File: config.mk
export PLATFORM = sky130hd
export DESIGN_NAME = pc_next_unit_flat
export DESIGN_NICKNAME = d
export VERILOG_FILES = /design/src/rtl/pc_next_if.sv /design/src/rtl/pc_next_unit.sv /design/src/flat_wrapper.sv
export SDC_FILE = /design/constraint.sdc
export NUM_CORES = 1
export LEC_CHECK = 0
export BUFFER_PORTS_ARGS = -buffer_cell sky130_fd_sc_hd__clkbuf_2
export CORE_ASPECT_RATIO = 0.7
export CORE_MARGIN = 1.5
export CORE_UTILIZATION = 45
export DETAILED_ROUTE_END_ITERATION = 16
export GPL_TIMING_DRIVEN = 1
export PLACE_DENSITY = 0.72
export SKIP_CTS_REPAIR_TIMING = 1
export SYNTH_ARGS = -nofsm -noshare
export SYNTH_HDL_FRONTEND = slang
export SYNTH_SLANG_ARGS = --single-unit
File: constraint.sdc
create_clock -name clk -period 9.4 [get_ports clk]
set_input_delay 2.82 -clock clk [delete_from_list [all_inputs] [get_ports clk]]
set_output_delay 2.82 -clock clk [all_outputs]
set_load 0.01 [all_outputs]
File: src/rtl/pc_next_if.sv
// Bundle between pc_next_unit and its neighbours: redirect inputs from decode and
// the imem req/gnt handshake. The slave modport is the PC unit's view of the bundle.
interface pc_next_if #(
  parameter int CNT_W = 32
);
  logic [31:0]      j_addr;
  logic             jump;
  logic             jr;
  logic [31:0]      jr_addr;
  logic             br_taken;
  logic [31:0]      br_offset;
  logic             stall;
  logic             imem_gnt;
  logic             imem_req;
  logic [31:0]      imem_addr;
  logic [31:0]      pc;
  logic [31:0]      pc_4;
  logic             addr_err;
  logic [CNT_W-1:0] fetch_cnt;

  modport master (
    output j_addr, jump, jr, jr_addr, br_taken, br_offset, stall, imem_gnt,
    input  imem_req, imem_addr, pc, pc_4, addr_err, fetch_cnt
  );

  modport slave (
    input  j_addr, jump, jr, jr_addr, br_taken, br_offset, stall, imem_gnt,
    output imem_req, imem_addr, pc, pc_4, addr_err, fetch_cnt
  );
endinterface

File: src/rtl/pc_next_unit.sv
// Owns the architectural PC: selects the next PC from jr/jump/branch redirects or
// pc+4, and fetches through a req/gnt handshake that keeps imem_addr stable until granted.
module pc_next_unit #(
  parameter logic [31:0] RESET_VEC = 32'h0000_0000,
  parameter int          CNT_W     = 32
) (
  input logic     clk,
  input logic     rst_n,
  pc_next_if.slave bus
);

  typedef enum logic [1:0] {BOOT, FETCH, HOLD} state_e;

  state_e           state_q, state_d;
  logic [31:0]      pc_q, pc_d;
  logic [31:0]      pend_addr_q, pend_addr_d;
  logic             pend_valid_q, pend_valid_d;
  logic             pend_err_q, pend_err_d;
  logic             imem_req_q, imem_req_d;
  logic             addr_err_q, addr_err_d;
  logic [CNT_W-1:0] fetch_cnt_q, fetch_cnt_d;

  logic [31:0] pc_4;
  logic [31:0] br_target;
  logic [31:0] redir_raw;
  logic [31:0] redir_addr;
  logic        redir_mis;
  logic        redir_live;
  logic        accept;

  assign pc_4      = pc_q + 32'd4;
  assign br_target = pc_4 + (bus.br_offset << 2);
  assign accept    = (state_q == FETCH) && bus.imem_gnt && !bus.stall;
  // Redirects only count while the pipe is moving; a held stage's decode is stale.
  assign redir_live = (state_q != HOLD) && !bus.stall
                      && (bus.jr || bus.jump || bus.br_taken);

  always_comb begin
    if (bus.jr)        redir_raw = bus.jr_addr;
    else if (bus.jump) redir_raw = bus.j_addr;
    else               redir_raw = br_target;
  end

  assign redir_addr = {redir_raw[31:2], 2'b00};
  assign redir_mis  = |redir_raw[1:0];

  always_comb begin
    // NOTE: every variable gets a default first so no path leaves it unassigned and infers a latch.
    state_d      = state_q;
    pc_d         = pc_q;
    pend_addr_d  = pend_addr_q;
    pend_valid_d = pend_valid_q;
    pend_err_d   = pend_err_q;
    addr_err_d   = 1'b0;
    fetch_cnt_d  = fetch_cnt_q;

    unique case (state_q)
      BOOT:    state_d = FETCH;
      FETCH:   state_d = bus.stall ? HOLD : FETCH;
      HOLD:    state_d = bus.stall ? HOLD : FETCH;
      default: state_d = BOOT;
    endcase
    imem_req_d = (state_d == FETCH);

    if (accept) begin
      fetch_cnt_d  = fetch_cnt_q + CNT_W'(1);
      pend_valid_d = 1'b0;
      if (redir_live) begin
        pc_d       = redir_addr;
        addr_err_d = redir_mis;
      end else if (pend_valid_q) begin
        pc_d       = pend_addr_q;
        addr_err_d = pend_err_q;
      end else begin
        pc_d = pc_4;
      end
    end else if (redir_live) begin
      // Newest redirect wins; the alignment fault travels with it until it is taken.
      pend_valid_d = 1'b1;
      pend_addr_d  = redir_addr;
      pend_err_d   = redir_mis;
    end
  end

  // NOTE: sequential state uses non-blocking assignments so all flops update together at the edge.
  always_ff @(posedge clk or negedge rst_n) begin
    if (!rst_n) begin
      state_q      <= BOOT;
      pc_q         <= RESET_VEC;
      pend_addr_q  <= 32'd0;
      pend_valid_q <= 1'b0;
      pend_err_q   <= 1'b0;
      imem_req_q   <= 1'b0;
      addr_err_q   <= 1'b0;
      fetch_cnt_q  <= '0;
    end else begin
      state_q      <= state_d;
      pc_q         <= pc_d;
      pend_addr_q  <= pend_addr_d;
      pend_valid_q <= pend_valid_d;
      pend_err_q   <= pend_err_d;
      imem_req_q   <= imem_req_d;
      addr_err_q   <= addr_err_d;
      fetch_cnt_q  <= fetch_cnt_d;
    end
  end

  assign bus.pc        = pc_q;
  assign bus.imem_addr = pc_q;
  assign bus.pc_4      = pc_4;
  assign bus.imem_req  = imem_req_q;
  assign bus.addr_err  = addr_err_q;
  assign bus.fetch_cnt = fetch_cnt_q;

endmodule

File: src/flat_wrapper.sv
// flat-port wrapper written by rule: the top's interface ports become plain ports
module pc_next_unit_flat 
#(
  parameter logic [31:0] RESET_VEC = 32'h0000_0000,
  parameter int          CNT_W     = 32
)
  (clk, rst_n, bus_j_addr, bus_jump, bus_jr, bus_jr_addr, bus_br_taken, bus_br_offset, bus_stall, bus_imem_gnt, bus_imem_req, bus_imem_addr, bus_pc, bus_pc_4, bus_addr_err, bus_fetch_cnt);
  pc_next_if #(.CNT_W(CNT_W)) bus_i ();
  input logic clk;
  input logic rst_n;
  input wire logic [$bits(bus_i.j_addr)-1:0] bus_j_addr;
  input wire logic [$bits(bus_i.jump)-1:0] bus_jump;
  input wire logic [$bits(bus_i.jr)-1:0] bus_jr;
  input wire logic [$bits(bus_i.jr_addr)-1:0] bus_jr_addr;
  input wire logic [$bits(bus_i.br_taken)-1:0] bus_br_taken;
  input wire logic [$bits(bus_i.br_offset)-1:0] bus_br_offset;
  input wire logic [$bits(bus_i.stall)-1:0] bus_stall;
  input wire logic [$bits(bus_i.imem_gnt)-1:0] bus_imem_gnt;
  output wire logic [$bits(bus_i.imem_req)-1:0] bus_imem_req;
  output wire logic [$bits(bus_i.imem_addr)-1:0] bus_imem_addr;
  output wire logic [$bits(bus_i.pc)-1:0] bus_pc;
  output wire logic [$bits(bus_i.pc_4)-1:0] bus_pc_4;
  output wire logic [$bits(bus_i.addr_err)-1:0] bus_addr_err;
  output wire logic [$bits(bus_i.fetch_cnt)-1:0] bus_fetch_cnt;
  assign bus_i.j_addr = bus_j_addr;
  assign bus_i.jump = bus_jump;
  assign bus_i.jr = bus_jr;
  assign bus_i.jr_addr = bus_jr_addr;
  assign bus_i.br_taken = bus_br_taken;
  assign bus_i.br_offset = bus_br_offset;
  assign bus_i.stall = bus_stall;
  assign bus_i.imem_gnt = bus_imem_gnt;
  assign bus_imem_req = bus_i.imem_req;
  assign bus_imem_addr = bus_i.imem_addr;
  assign bus_pc = bus_i.pc;
  assign bus_pc_4 = bus_i.pc_4;
  assign bus_addr_err = bus_i.addr_err;
  assign bus_fetch_cnt = bus_i.fetch_cnt;
  pc_next_unit #(.RESET_VEC(RESET_VEC), .CNT_W(CNT_W)) u_core (.clk(clk), .rst_n(rst_n), .bus(bus_i));
endmodule
### Word level (Yosys, flattened, before mapping)

Index checks and enable logic that the tools add are counted.

* register bits after elaboration: 100
* bits in latches: 0
* memory bits (writable): 0
* memory bits (read-only): 0
* input bits: 103
* output and inout bits: 130
* memories kept: 0

* $add $sub $neg: 3
* multipliers: 0
* divide/modulo/power cells: 0
* $lt $le $gt $ge: 0
* equal/unequal tests: 4
* shift operators: 0
* multiplexer cells: 11
* bitwise logic cells: 1
* reduce and logical (&&, ||, !) cells: 12

Operator list (number)
* $mux W32: 4
* $add A32 B1 Y32 const B: 1
* $add A32 B3 Y32 const B: 1
* $add A32 B32 Y32: 1
* $mux W1: 5
* $eq A2 B1 Y1 const B: 2
* $logic_and A1 B1 Y1: 4
* $pmux W2 S2: 1
* $reduce_or A2 Y1: 2
* $eq A2 B2 Y1 const B: 1
* $logic_not A2 Y1: 1
* $logic_or A1 B1 Y1: 2
* $mux W2: 1
* $ne A2 B2 Y1 const B: 1
* $reduce_and A2 Y1: 1
* $reduce_bool A2 Y1: 1
* $logic_not A1 Y1: 1
* $not A1 Y1: 1

### Longest topological paths before layout

Gate-level depths: netlist of the first run.

* depth in word-level cells: 7
* depth in mapped cells: 17
* depth with buffers taken out: 16

### Least setup slack after synthesis of the first run

Ideal clock, no wire load.

* path type: input -> register
* start: input bus_br_offset[2]
* end: register u_core.pc_q[25] (netlist: u_core.bus.imem_addr[25])
* data arrival time: 5.111 ns
* setup slack: 4.162 ns
* stages: 10
* path buffers: 0
* cells stage by stage: ha_1 > o21ai_0 > nor2_1 > a311o_2 > a221o_4 > a21boi_4 > o21ai_2 > a221oi_2 > mux2i_1 > o21bai_1

* cells in the longest elaborated chain, start to end: 4

RTL lines
* start, declared: RTL line flat_wrapper.sv:16 `input wire logic [$bits(bus_i.br_offset)-1:0] bus_br_offset;`
* $add A32 B32 Y32: RTL line pc_next_unit.sv:32 `assign br_target = pc_4 + (bus.br_offset << 2);`
* $mux W32: RTL line pc_next_unit.sv:40 `else if (bus.jump) redir_raw = bus.j_addr;`
* $mux W32: RTL line pc_next_unit.sv:39 `if (bus.jr) redir_raw = bus.jr_addr;`
* $mux W32: RTL line pc_next_unit.sv:68 `if (redir_live) begin`
* end signal, assigned: RTL line pc_next_unit.sv:98 `pc_q <= pc_d;`
* end, declared: RTL line pc_next_unit.sv:15 `logic [31:0] pc_q, pc_d;`

No other way between the ends.
A chain may end at the register's enable or synchronous reset.

### Worst setup path in the final report of the first run

* start: register u_core.pc_q[8] (netlist: u_core.bus.imem_addr[8])
* end: output bus_pc_4[30]

* cells in the longest elaborated chain, start to end: 1

RTL lines
* $add A32 B3 Y32: RTL line pc_next_unit.sv:31 `assign pc_4 = pc_q + 32'd4;`
* end, declared: RTL line flat_wrapper.sv:22 `output wire logic [$bits(bus_i.pc_4)-1:0] bus_pc_4;`

No other way between the ends.

==> key figures, run 1 <==
STA
  • Final hold viol count: 0
  • Tcrit/Tclk final: 64.9%
  • Setup-failing EPs final: 0
  • Clock Skew: 0.0106 ns
  • Setup tns final: 0 ns
  • Final Critical Period: 6.10 ns
  • Achievable Freq: 164 MHz
  • Slew margin rel.: 17.8%
  • RSZ-0062 raised after global routing: false
  • Worst-margin pin slew: 1.23 ns
  • Max-slew violations: 0

Finish
  • # diodes: 0
  • Layout Cells excl Fill: 1266
  • Share of layout cells above drive strength 1: 27.2%
  • Register area: 2450 sq um
  • Nets: 1186
  • Fill count: 1463
  • Core Util, Final: 55.6%
  • Synth-to-layout area growth: 18.9%
  • Final Cell Area: 8780 sq um
  • Area of the multi-input gates: 4480 sq um

Synth
  • Post-synthesis compound-gate area fraction: 20.8%
  • Synth cell types: 67
  • Fraction of the mapped netlist area in simple logic gates: 18.2%
  • Largest family of logic cells by synthesized area: compound AO/OA/AOI/OAI gates
  • Multiplexer area fraction after synthesis: 4.78%
  • Synth Area in Adders: 7.22%
  • Most common cell in the netlist: nand2_1
  • Synth Instances: 864
  • Synth async-reset ratio: 100%
  • Synthesized flop and latch total: 98
  • Post-synth EDFFs: 0
  • Synthesized area per cell: 8.55 sq um
  • Synth Flop Type: dfrtp_1
  • Area leader, netlist: dfrtp_1
  • Synth cell count leaders: nand2_1 (104), dfrtp_1 (98), o21ai_0 (79)
  • Yosys warnings: 0
  • Post-Synth XOR/XNOR Area: 9.13%
  • Synth top area cells: dfrtp_1 (33%), ha_1 (6.9%), xnor2_1 (6.2%)
  • Yosys top cell area share: 33.2%
  • Sequential cell area fraction in the yosys report: 33.2%
  • Post-Syn Area: 7380 sq um

Setup path
  • Register-to-Register Path Depth: 15
  • Worst Path Max Fanout: 7
  • Start point of the critical path: u_core.bus.imem_addr[8]$_DFFE_PN0P_
  • Critical Path RT: 6.58 ns
  • R2R Path Start: u_core.bus.imem_addr[8]$_DFFE_PN0P_
  • Startpoint types: flop
  • FF-to-FF End: u_core.bus.imem_addr[29]$_DFFE_PN0P_
  • R2r setup slk: 4.68 ns
  • CP endpoint: bus_pc_4[30]
  • CP Data Arrival Time: 3.28 ns
  • Kind of critical path: reg -> out
  • CP endpoint kind: primary output

Placement
  • I/O Buffers: 224
  • Dpl cells: 1250
  • GPL Wtd Cong: 0.901
  • Placed inst area: 8470 sq um
  • DP Wirelength: 17.1 mm

Clock network
  • Total CTS buffers: 9
  • H-tree lvl count: 3
  • Skew-Pair Late Insertion Delay: 0.35 ns
  • CTS sink count: 98
  • CTS tree: yes
  • Clk pin slew, worst setup/hold paths: 0.08 ns
  • Root buffer cell: clkbuf_16
  • CTS Buffer Depth: 2

Route
  • Avg WL per Cell: 18.2 microns
  • Vias: 7169
  • Drt initial violations: 534
  • Initial DRT Pass Iterations: 5
  • Drc violations: 0
  • Post-DR vias/cell: 5.66
  • Remaining antenna violation count after routing: 0
  • Post-Route WL: 23.1 mm

Floorplanning
  • Ports: 233
  • Full die area: 17200 sq um
  • Die Y-Extent: 110 microns
  • Core footprint: 15800 sq um
  • Starting density of the core: 46.8%
  • Die W: 156 microns
  • Row Count: 38

Job
  • Number of max-cap violations: 0

Run status
  • Status: complete, no violations

Global routing
  • Total congestion overflow: 0
  • Total GRT Usage: 26.6%
  • Pin count of the biggest net entering global routing: 57
  • Number of global-route vias before repair: 6405
  • Global-route wire length before repair: 34.8 mm
  • Initial antenna violation count: 0

Power and ir drop
  • Leakage power: 4.26 nW
  • Total power: 2.64 mW
  • Pwr Density: 300 nW/um^2
  • Worst vdd ir: 0.131 mV

Min path
  • Hold_sp: u_core.pend_addr_q[24]$_DFFE_PN0P_
  • Min-delay worst type: reg -> reg
==> routing by layer <==
metal	GRT usage, %	wire, microns	vias to the layer above
met5	0	0	-
met4	5.99	284	0
li1	-	-	3426
met2	40.5	9940	330
met1	39.4	11000	3389
met3	4.57	1840	24
==> stage by stage <==
stage               hold slack (ns)  worst slack, ns
floorplan                     0.441             4.16
global placement              0.455             3.54
detailed placement            0.462             3.53
CTS                           0.479             3.32
global route                  0.506             3.05
finish                        0.476             3.30
==> worst min-delay path by stage <==
| stage | endpoint | slack (ns) | depth (start not counted) |
|---|---|---|---|
| CTS | u_core.pend_addr_q[20]$_DFFE_PN0P_ | 0.48 | 2 |
| global placement | u_core.pend_addr_q[20]$_DFFE_PN0P_ | 0.45 | 2 |
| floorplan | u_core.pend_addr_q[11]$_DFFE_PN0P_ | 0.44 | 2 |
| finish | u_core.pend_addr_q[24]$_DFFE_PN0P_ | 0.48 | 2 |
| detailed placement | u_core.pend_addr_q[20]$_DFFE_PN0P_ | 0.46 | 2 |
| global route | u_core.bus.fetch_cnt[11]$_DFFE_PN0P_ | 0.51 | 1 |
==> critical path, stage by stage, from the launching register on <==
cell      delay [ns]
dfrtp_1         0.50
nand4_1         0.19
or2_2           0.35
nor3_1          0.60
nand2_1         0.36
nor2_1          0.26
and3_1          0.26
xor2_1          0.21
clkbuf_2        0.19
==> registers in the layout, summed over array words and instances (netlist names) <==
name / count
u_core.bus.fetch_cnt: 32
u_core.bus.imem_addr: 30
u_core.pend_addr_q: 30
u_core.state_q: 2
u_core.bus.addr_err: 1
u_core.bus.imem_req: 1
u_core.pend_err_q: 1
u_core.pend_valid_q: 1
==> area by class of cell <==
class	instances	share of cell area [%]
Inverter	20	0.855
Timing Repair Buffer	233	13.6
Multi-Input combinational cell	679	51.0
Clock inverter	7	0.927
Clock buffer	9	2.57
Tap cell	220	3.14
Sequential cell	98	28.0
==> layout by cell type, fill, tap and decap left out, types with 25 or more instances in the layout <==
| cell type | count |
|---|---|
| a21oi_1 | 35 |
| xor2_1 | 25 |
| nand2_1 | 104 |
| xnor2_1 | 52 |
| o211ai_1 | 27 |
| nor2_1 | 57 |
| nand3_1 | 36 |
| dfrtp_1 | 97 |
| o21ai_0 | 79 |
| ha_1 | 41 |
| clkbuf_2 | 223 |
==> cells by family (layout without fill, tap and decap cells) <==
kind of cell               count (synthesis)  in the layout
muxes                                     33             33
DFF                                       98             98
and+or+nand+nor                          287            287
adders and majority gates                 42             42
AOI/OAI and AO/OA                        234            234
other                                      1              6
xor gates and xnor gates                  77             77
buffers and inverters                     92            269
==> where the power goes <==
part / switching (mW) / total (mW) / internal [mW] / leakage (nW)
clock: 0.188 / 0.378 / 0.190 / 0.150
combinational: 0.868 / 1.50 / 0.633 / 2.87
sequential: 0.194 / 0.758 / 0.564 / 1.24
Note: power is estimated with default switching activity, not from simulation.
==> run 2, diff against run 1 <==
- PLACE_DENSITY: 0.72 -> 0.75
- clock period: 9.4 -> 4.95 ns (I/O delays scaled with it)
==> key figures, run 2 (synthesis results as in run 1) <==
Run status
  • Status: complete, no violations

Setup path
  • Largest stage delay on the critical path: 0.49 ns (-0.11 ns)
  • CP Depth: 14 (+6)
  • CP bufs+invs: 0 (-1)
  • Kind of critical path: reg -> reg
  • Startpoint types: flop
  • Cell family with most CP delay: compound AO/OA/AOI/OAI gates
  • R2r setup slk: 0.56 ns (-4.12 ns)
  • Register-to-Register Path Depth: 14 (-1)
  • Slowest stage cell, crit path: dfrtp_1
  • Worst-path cell chain: and3_1, nand3_1, nor2_1, xor2_1, ha_1, a21oi_1, nand2_1, a311o_2, a221o_4, a21boi_4, o21ai_2, a221oi_2, mux2i_1, o21bai_1
  • Worst Path Max Fanout: 6 (-1)
  • Critical Path RT: 5.17 ns (-1.41 ns)
  • CP Data Arrival Time: 4.61 ns (+1.33 ns)
  • R2R Path Start: u_core.bus.imem_addr[6]$_DFFE_PN0P_
  • FF-to-FF End: u_core.bus.imem_addr[25]$_DFFE_PN0P_
  • CP endpoint kind: flop

Global routing
  • Global-route wire length before repair: 35.5 mm (+1.9%)
  • Initial antenna violation count: 0 (unchanged)
  • Total congestion overflow: 0 (unchanged)
  • Total GRT Usage: 27.0% (+0.36 points)
  • Number of global-route vias before repair: 6483 (+1.2%)
  • Pin count of the biggest net entering global routing: 48 (-16%)

Clock network
  • Total CTS buffers: 9 (unchanged)
  • CTS Buffer Depth: 2 (unchanged)
  • H-tree lvl count: 3 (unchanged)
  • Clk pin slew, worst setup/hold paths: 0.08 ns (about the same)
  • Skew-Pair Late Insertion Delay: 0.35 ns (about the same)
  • CTS tree: yes
  • Root buffer cell: clkbuf_16
  • CTS sink count: 98 (unchanged)

Power and ir drop
  • NetSw: 2.36 mW (+89%)
  • Switching share of power: 47.2% (-0.21 points)
  • Worst vdd ir: 0.239 mV (+82%)
  • Clock share of power: 13.9% (-0.4 points)
  • Pwr Density: 566 nW/um^2 (+88%)
  • Seq pwr share: 28.9% (+0.2 points)
  • Logic pwr share: 57.2% (+0.3 points)
  • Internal power: 2.64 mW (+90%)
  • Leakage power: 4.29 nW (+0.82%)

Route
  • Drt initial violations: 671 (+26%)
  • Post-DR vias/cell: 5.62 (-0.78%)
  • Avg WL per Cell: 18.1 microns (-0.75%)
  • Post-Route WL: 23.1 mm (about the same)
  • Vias: 7164 (-0.070%)
  • Remaining antenna violation count after routing: 0 (unchanged)
  • Drc violations: 0 (unchanged)
  • Initial DRT Pass Iterations: 5 (unchanged)

STA
  • Setup-failing EPs final: 0 (unchanged)
  • Final Critical Period: 4.39 ns
  • RSZ-0062 raised after global routing: false
  • Worst-margin pin slew: 1.10 ns (-0.125 ns)
  • Setup tns final: 0 ns (unchanged)
  • Final hold viol count: 0 (unchanged)
  • Clock Skew: 0.0116 ns (+0.00101 ns)
  • Max-slew violations: 0 (unchanged)
  • Achievable Freq: 228 MHz
  • Tcrit/Tclk final: 88.7%
  • Slew margin rel.: 26.5% (+8.6 points)

Finish
  • # diodes: 0 (unchanged)
  • Final Cell Area: 8830 sq um (+0.66%)
  • Fill count: 1493 (+2.1%)
  • Nets: 1195 (+0.76%)
  • Most common cell after layout, fill and taps aside: clkbuf_2
  • Commonest non-fill, non-tap cells in the layout: clkbuf_2 (223), nand2_1 (104), dfrtp_1 (97)
  • Share of layout cells above drive strength 1: 27.9% (+0.62 points)
  • Synth-to-layout area growth: 19.6%
  • Max reg flops: 32 (unchanged)

Floorplanning
  • Full die area: 17200 sq um (unchanged)
  • Die Y-Extent: 110 microns (unchanged)
  • Core footprint: 15800 sq um (unchanged)
  • Starting density of the core: 46.8% (unchanged)
  • Ports: 233 (unchanged)
  • Die W: 156 microns (unchanged)
  • Row Count: 38 (unchanged)

Placement
  • GPL Wtd Cong: 0.930 (+3.2%)
  • DP Wirelength: 17.4 mm (+1.7%)
  • I/O Buffers: 224 (unchanged)
  • Placed inst area: 8540 sq um (+0.80%)

Min path
  • Min-delay worst type: reg -> reg
  • Hold EP: u_core.bus.fetch_cnt[31]$_DFFE_PN0P_
  • Hold depth: 1 (-1)
  • Hold_sp: u_core.bus.fetch_cnt[31]$_DFFE_PN0P_

Job
  • Number of max-cap violations: 0 (unchanged)
run 2: power groups by stage:
stage / registers, mW / clock network, mW / logic (mW)
after floorplan: 1.37 / 0 / 2.08
after global placement: 1.44 / 0 / 2.78
after detailed placement: 1.45 / 0 / 2.82
after CTS: 1.44 / 0.714 / 2.84
after global routing: 1.49 / 0.747 / 3.15
final: 1.45 / 0.697 / 2.86
run 2: worst max path at each step:
| stage | from | slack [ns] | end |
|---|---|---|---|
| global route | u_core.bus.imem_addr[2]$_DFFE_PN0P_ | 0.22 | u_core.bus.imem_addr[29]$_DFFE_PN0P_ |
| floorplan | bus_br_offset[2] | 1.05 | u_core.bus.imem_addr[25]$_DFFE_PN0P_ |
| global placement | bus_br_offset[0] | 0.50 | u_core.bus.imem_addr[26]$_DFFE_PN0P_ |
| CTS | u_core.bus.imem_addr[6]$_DFFE_PN0P_ | 0.67 | u_core.bus.imem_addr[25]$_DFFE_PN0P_ |
| finish | u_core.bus.imem_addr[6]$_DFFE_PN0P_ | 0.56 | u_core.bus.imem_addr[25]$_DFFE_PN0P_ |
| detailed placement | bus_br_offset[0] | 0.52 | u_core.bus.imem_addr[26]$_DFFE_PN0P_ |
run 2: worst register-to-register path: stages, from the launching register on:
cell      delay (ns)
dfrtp_1         0.49
and3_1          0.27
nand3_1         0.23
nor2_1          0.19
xor2_1          0.29
ha_1            0.35
a21oi_1         0.33
nand2_1         0.10
a311o_2         0.36
a221o_4         0.42
a21boi_4        0.26
o21ai_2         0.11
a221oi_2        0.35
mux2i_1         0.37
o21bai_1        0.13
run 2: layer usage:
metal	global-route usage [%]	part of all wire, %	up-vias
li1	-	-	3444
met1	39.4	47	3344
met4	7.48	2.0	0
met3	5.39	9.3	26
met5	0	0	-
met2	40.3	42	350
run 2: through the flow:
| step | std cells | hold WS (ns) | worst slack (ns) | util (%) | power [mW] |
|---|---|---|---|---|---|
| after floorplan | 869 | 0.441 | 1.05 | - | 3.44 |
| after global placement | 1259 | 0.454 | 0.500 | 54.1 | 4.22 |
| after detailed placement | 1259 | 0.462 | 0.520 | 54.1 | 4.27 |
| after CTS | 1275 | 0.478 | 0.667 | 56.0 | 4.99 |
| after global routing | 1275 | 0.497 | 0.218 | 56.0 | 5.39 |
| final | 1275 | 0.472 | 0.557 | 56.0 | 5.00 |
run 2: layout make-up:
| type | instances | area (sq um) | area share (%) |
|---|---|---|---|
| multi-input cells | 679 | 4480 | 50.7 |
| flip-flops and latches | 98 | 2450 | 27.8 |
| repair buffers | 242 | 1260 | 14.2 |
| well taps | 220 | 275 | 3.12 |
| clock buffers | 9 | 225 | 2.55 |
| inverters | 20 | 75.1 | 0.850 |
| clock inverters | 7 | 71.3 | 0.807 |
==> run 3, diff against run 2 <==
- clock period: 4.95 -> 4 ns (I/O delays scaled with it)
==> key figures, run 3 (synthesis results as in run 1) <==
Setup path
  • Critical Path RT: 4.22 ns (-0.95 ns)
  • Worst-path cell chain: nand4_1, or2_2, nor2_1, nand3_1, xnor2_1, ha_1, buf_4, and3_2, and4_2, a21boi_4, buf_4, o31a_2, o31a_1, mux2i_1, o21ai_0
  • Largest stage delay on the critical path: 0.44 ns (-0.05 ns)
  • Crit path top cell by count: buf_4
  • R2r setup slk: 0.18 ns (-0.37 ns)
  • Slowest stage cell, crit path: dfrtp_1
  • CP bufs+invs: 2 (+2)
  • Worst Path Max Fanout: 5 (-1)
  • Kind of critical path: reg -> reg
  • Startpoint types: flop
  • CP endpoint kind: flop
  • Cell family with most CP delay: simple AND/OR/NAND/NOR gates
  • CP Data Arrival Time: 4.04 ns (-0.57 ns)

Floorplanning
  • Die Y-Extent: 110 microns (unchanged)
  • Die W: 156 microns (unchanged)
  • Core footprint: 15800 sq um (unchanged)
  • Starting density of the core: 46.8% (unchanged)
  • Full die area: 17200 sq um (unchanged)
  • Ports: 233 (unchanged)
  • Row Count: 38 (unchanged)

Clock network
  • H-tree lvl count: 3 (unchanged)
  • Root buffer cell: clkbuf_16
  • CTS tree: yes
  • Total CTS buffers: 9 (unchanged)
  • Skew-Pair Late Insertion Delay: 0.35 ns (about the same)
  • CTS sink count: 98 (unchanged)
  • CTS Buffer Depth: 2 (unchanged)
  • Clk pin slew, worst setup/hold paths: 0.07 ns (about the same)

Route
  • Avg WL per Cell: 17.6 microns (-2.8%)
  • Drt initial violations: 521 (-22%)
  • Initial DRT Pass Iterations: 5 (unchanged)
  • Post-DR vias/cell: 5.57 (-0.91%)
  • Vias: 7355 (+2.7%)
  • Remaining antenna violation count after routing: 0 (unchanged)
  • Post-Route WL: 23.2 mm (+0.70%)
  • Drc violations: 0 (unchanged)

Finish
  • Commonest non-fill, non-tap cells in the layout: clkbuf_2 (223), nand2_1 (103), dfrtp_1 (96)
  • # diodes: 0 (unchanged)
  • Share of layout cells above drive strength 1: 31.7% (+3.8 points)
  • Most common cell after layout, fill and taps aside: clkbuf_2
  • Max reg flops: 32 (unchanged)
  • Synth-to-layout area growth: 25.2%
  • Nets: 1241 (+3.8%)
  • Final Cell Area: 9250 sq um (+4.7%)

STA
  • Final worst slack: 0.183 ns (-0.374 ns)
  • Worst-case hold slack: 0.476 ns (+0.00395 ns)
  • Clock Skew: 0.0120 ns (+0.000364 ns)
  • Setup-failing EPs final: 0 (unchanged)
  • Setup tns final: 0 ns (unchanged)
  • Slew margin rel.: 25.2% (-1.2 points)
  • Final hold viol count: 0 (unchanged)
  • RSZ-0062 raised after global routing: true
  • Tcrit/Tclk final: 95.4% (+6.7 points)
  • Final Critical Period: 3.82 ns (-0.576 ns)
  • Achievable Freq: 262 MHz (+15%)
  • Max-slew violations: 0 (unchanged)
  • Worst-margin pin slew: 1.12 ns (+0.0188 ns)

Power and ir drop
  • Leakage power: 4.55 nW (+6.1%)
  • Worst vdd ir: 0.283 mV (+18%)
  • Pwr Density: 707 nW/um^2 (+25%)

Placement
  • Placed inst area: 8900 sq um (+4.2%)
  • I/O Buffers: 224 (unchanged)
  • DP Wirelength: 17.8 mm (+2.5%)
  • GPL Wtd Cong: 0.986 (+6.0%)
  • Pre-CTS setup slack: 0.0160 ns (-0.504 ns)

Global routing
  • Initial antenna violation count: 0 (unchanged)
  • Pin count of the biggest net entering global routing: 48 (unchanged)
  • Total congestion overflow: 0 (unchanged)
  • Global-route wire length before repair: 35.5 mm (about the same)
  • Total GRT Usage: 27.1% (+0.12 points)
  • Number of global-route vias before repair: 6526 (+0.66%)

Run status
  • Status: complete, no violations

Min path
  • Min-delay worst type: reg -> reg

Job
  • Number of max-cap violations: 0 (unchanged)
[run 3: cell types whose count changed in the layout (fill, tap and decap cells not counted), sizes merged]
cell	previous run	this run
buf	19	65
clkinvlp	2	0
clkinv	2	3
inv	23	24
[run 3: area by class of cell]
type / count / area, sq um
clock buffer: 9 / 225
fill: 1463 / 6540
inverter: 20 / 75.1
timing repair buffer: 288 / 1620
clock inverter: 7 / 81.3
sequential: 98 / 2450
tap: 220 / 275
multi-input combinational: 679 / 4520
[run 3: worst paths after layout]
check	start	end	depth (start not counted)
max in group asynchronous	rst_n	u_core.pend_addr_q[24]$_DFFE_PN0P_	2
worst max register to register	u_core.bus.imem_addr[10]$_DFFE_PN0P_	u_core.bus.imem_addr[31]$_DFFE_PN0P_	15
worst min-delay path	u_core.pend_addr_q[26]$_DFFE_PN0P_	u_core.pend_addr_q[26]$_DFFE_PN0P_	2
worst min register to register	u_core.pend_addr_q[26]$_DFFE_PN0P_	u_core.pend_addr_q[26]$_DFFE_PN0P_	2
min in group asynchronous	rst_n	u_core.bus.fetch_cnt[29]$_DFFE_PN0P_	1
worst max-delay path	u_core.bus.imem_addr[10]$_DFFE_PN0P_	u_core.bus.imem_addr[31]$_DFFE_PN0P_	15
[run 3: tightest hold or removal path, delay by kind of cell, from the launching register on]
family	cells	cell delay [ns]
AO/OA/AOI/OAI	1	0.06
flip-flops	1	0.34
AND/OR/NAND/NOR	1	0.04
[run 3: report_power, final]
group,switching [mW],internal (mW)
clock network,0.436,0.448
registers,0.420,1.33
logic,2.15,1.76
[run 3: metal layers]
layer | vias up | GRT usage (%) | share of wire (%)
li1 | 3537 | - | -
met1 | 3465 | 42.2 | 49
met2 | 325 | 39.1 | 41
met3 | 28 | 3.64 | 7.9
met4 | 0 | 6.53 | 1.6
met5 | - | 0 | 0
[run 3: through the flow]
step	instances	utilization, %	power [mW]
floorplan	869	-	4.26
global placement	1305	56.4	5.53
detailed placement	1305	56.4	5.58
CTS	1321	58.3	6.49
global route	1321	58.6	7.03
finish	1321	58.6	6.54
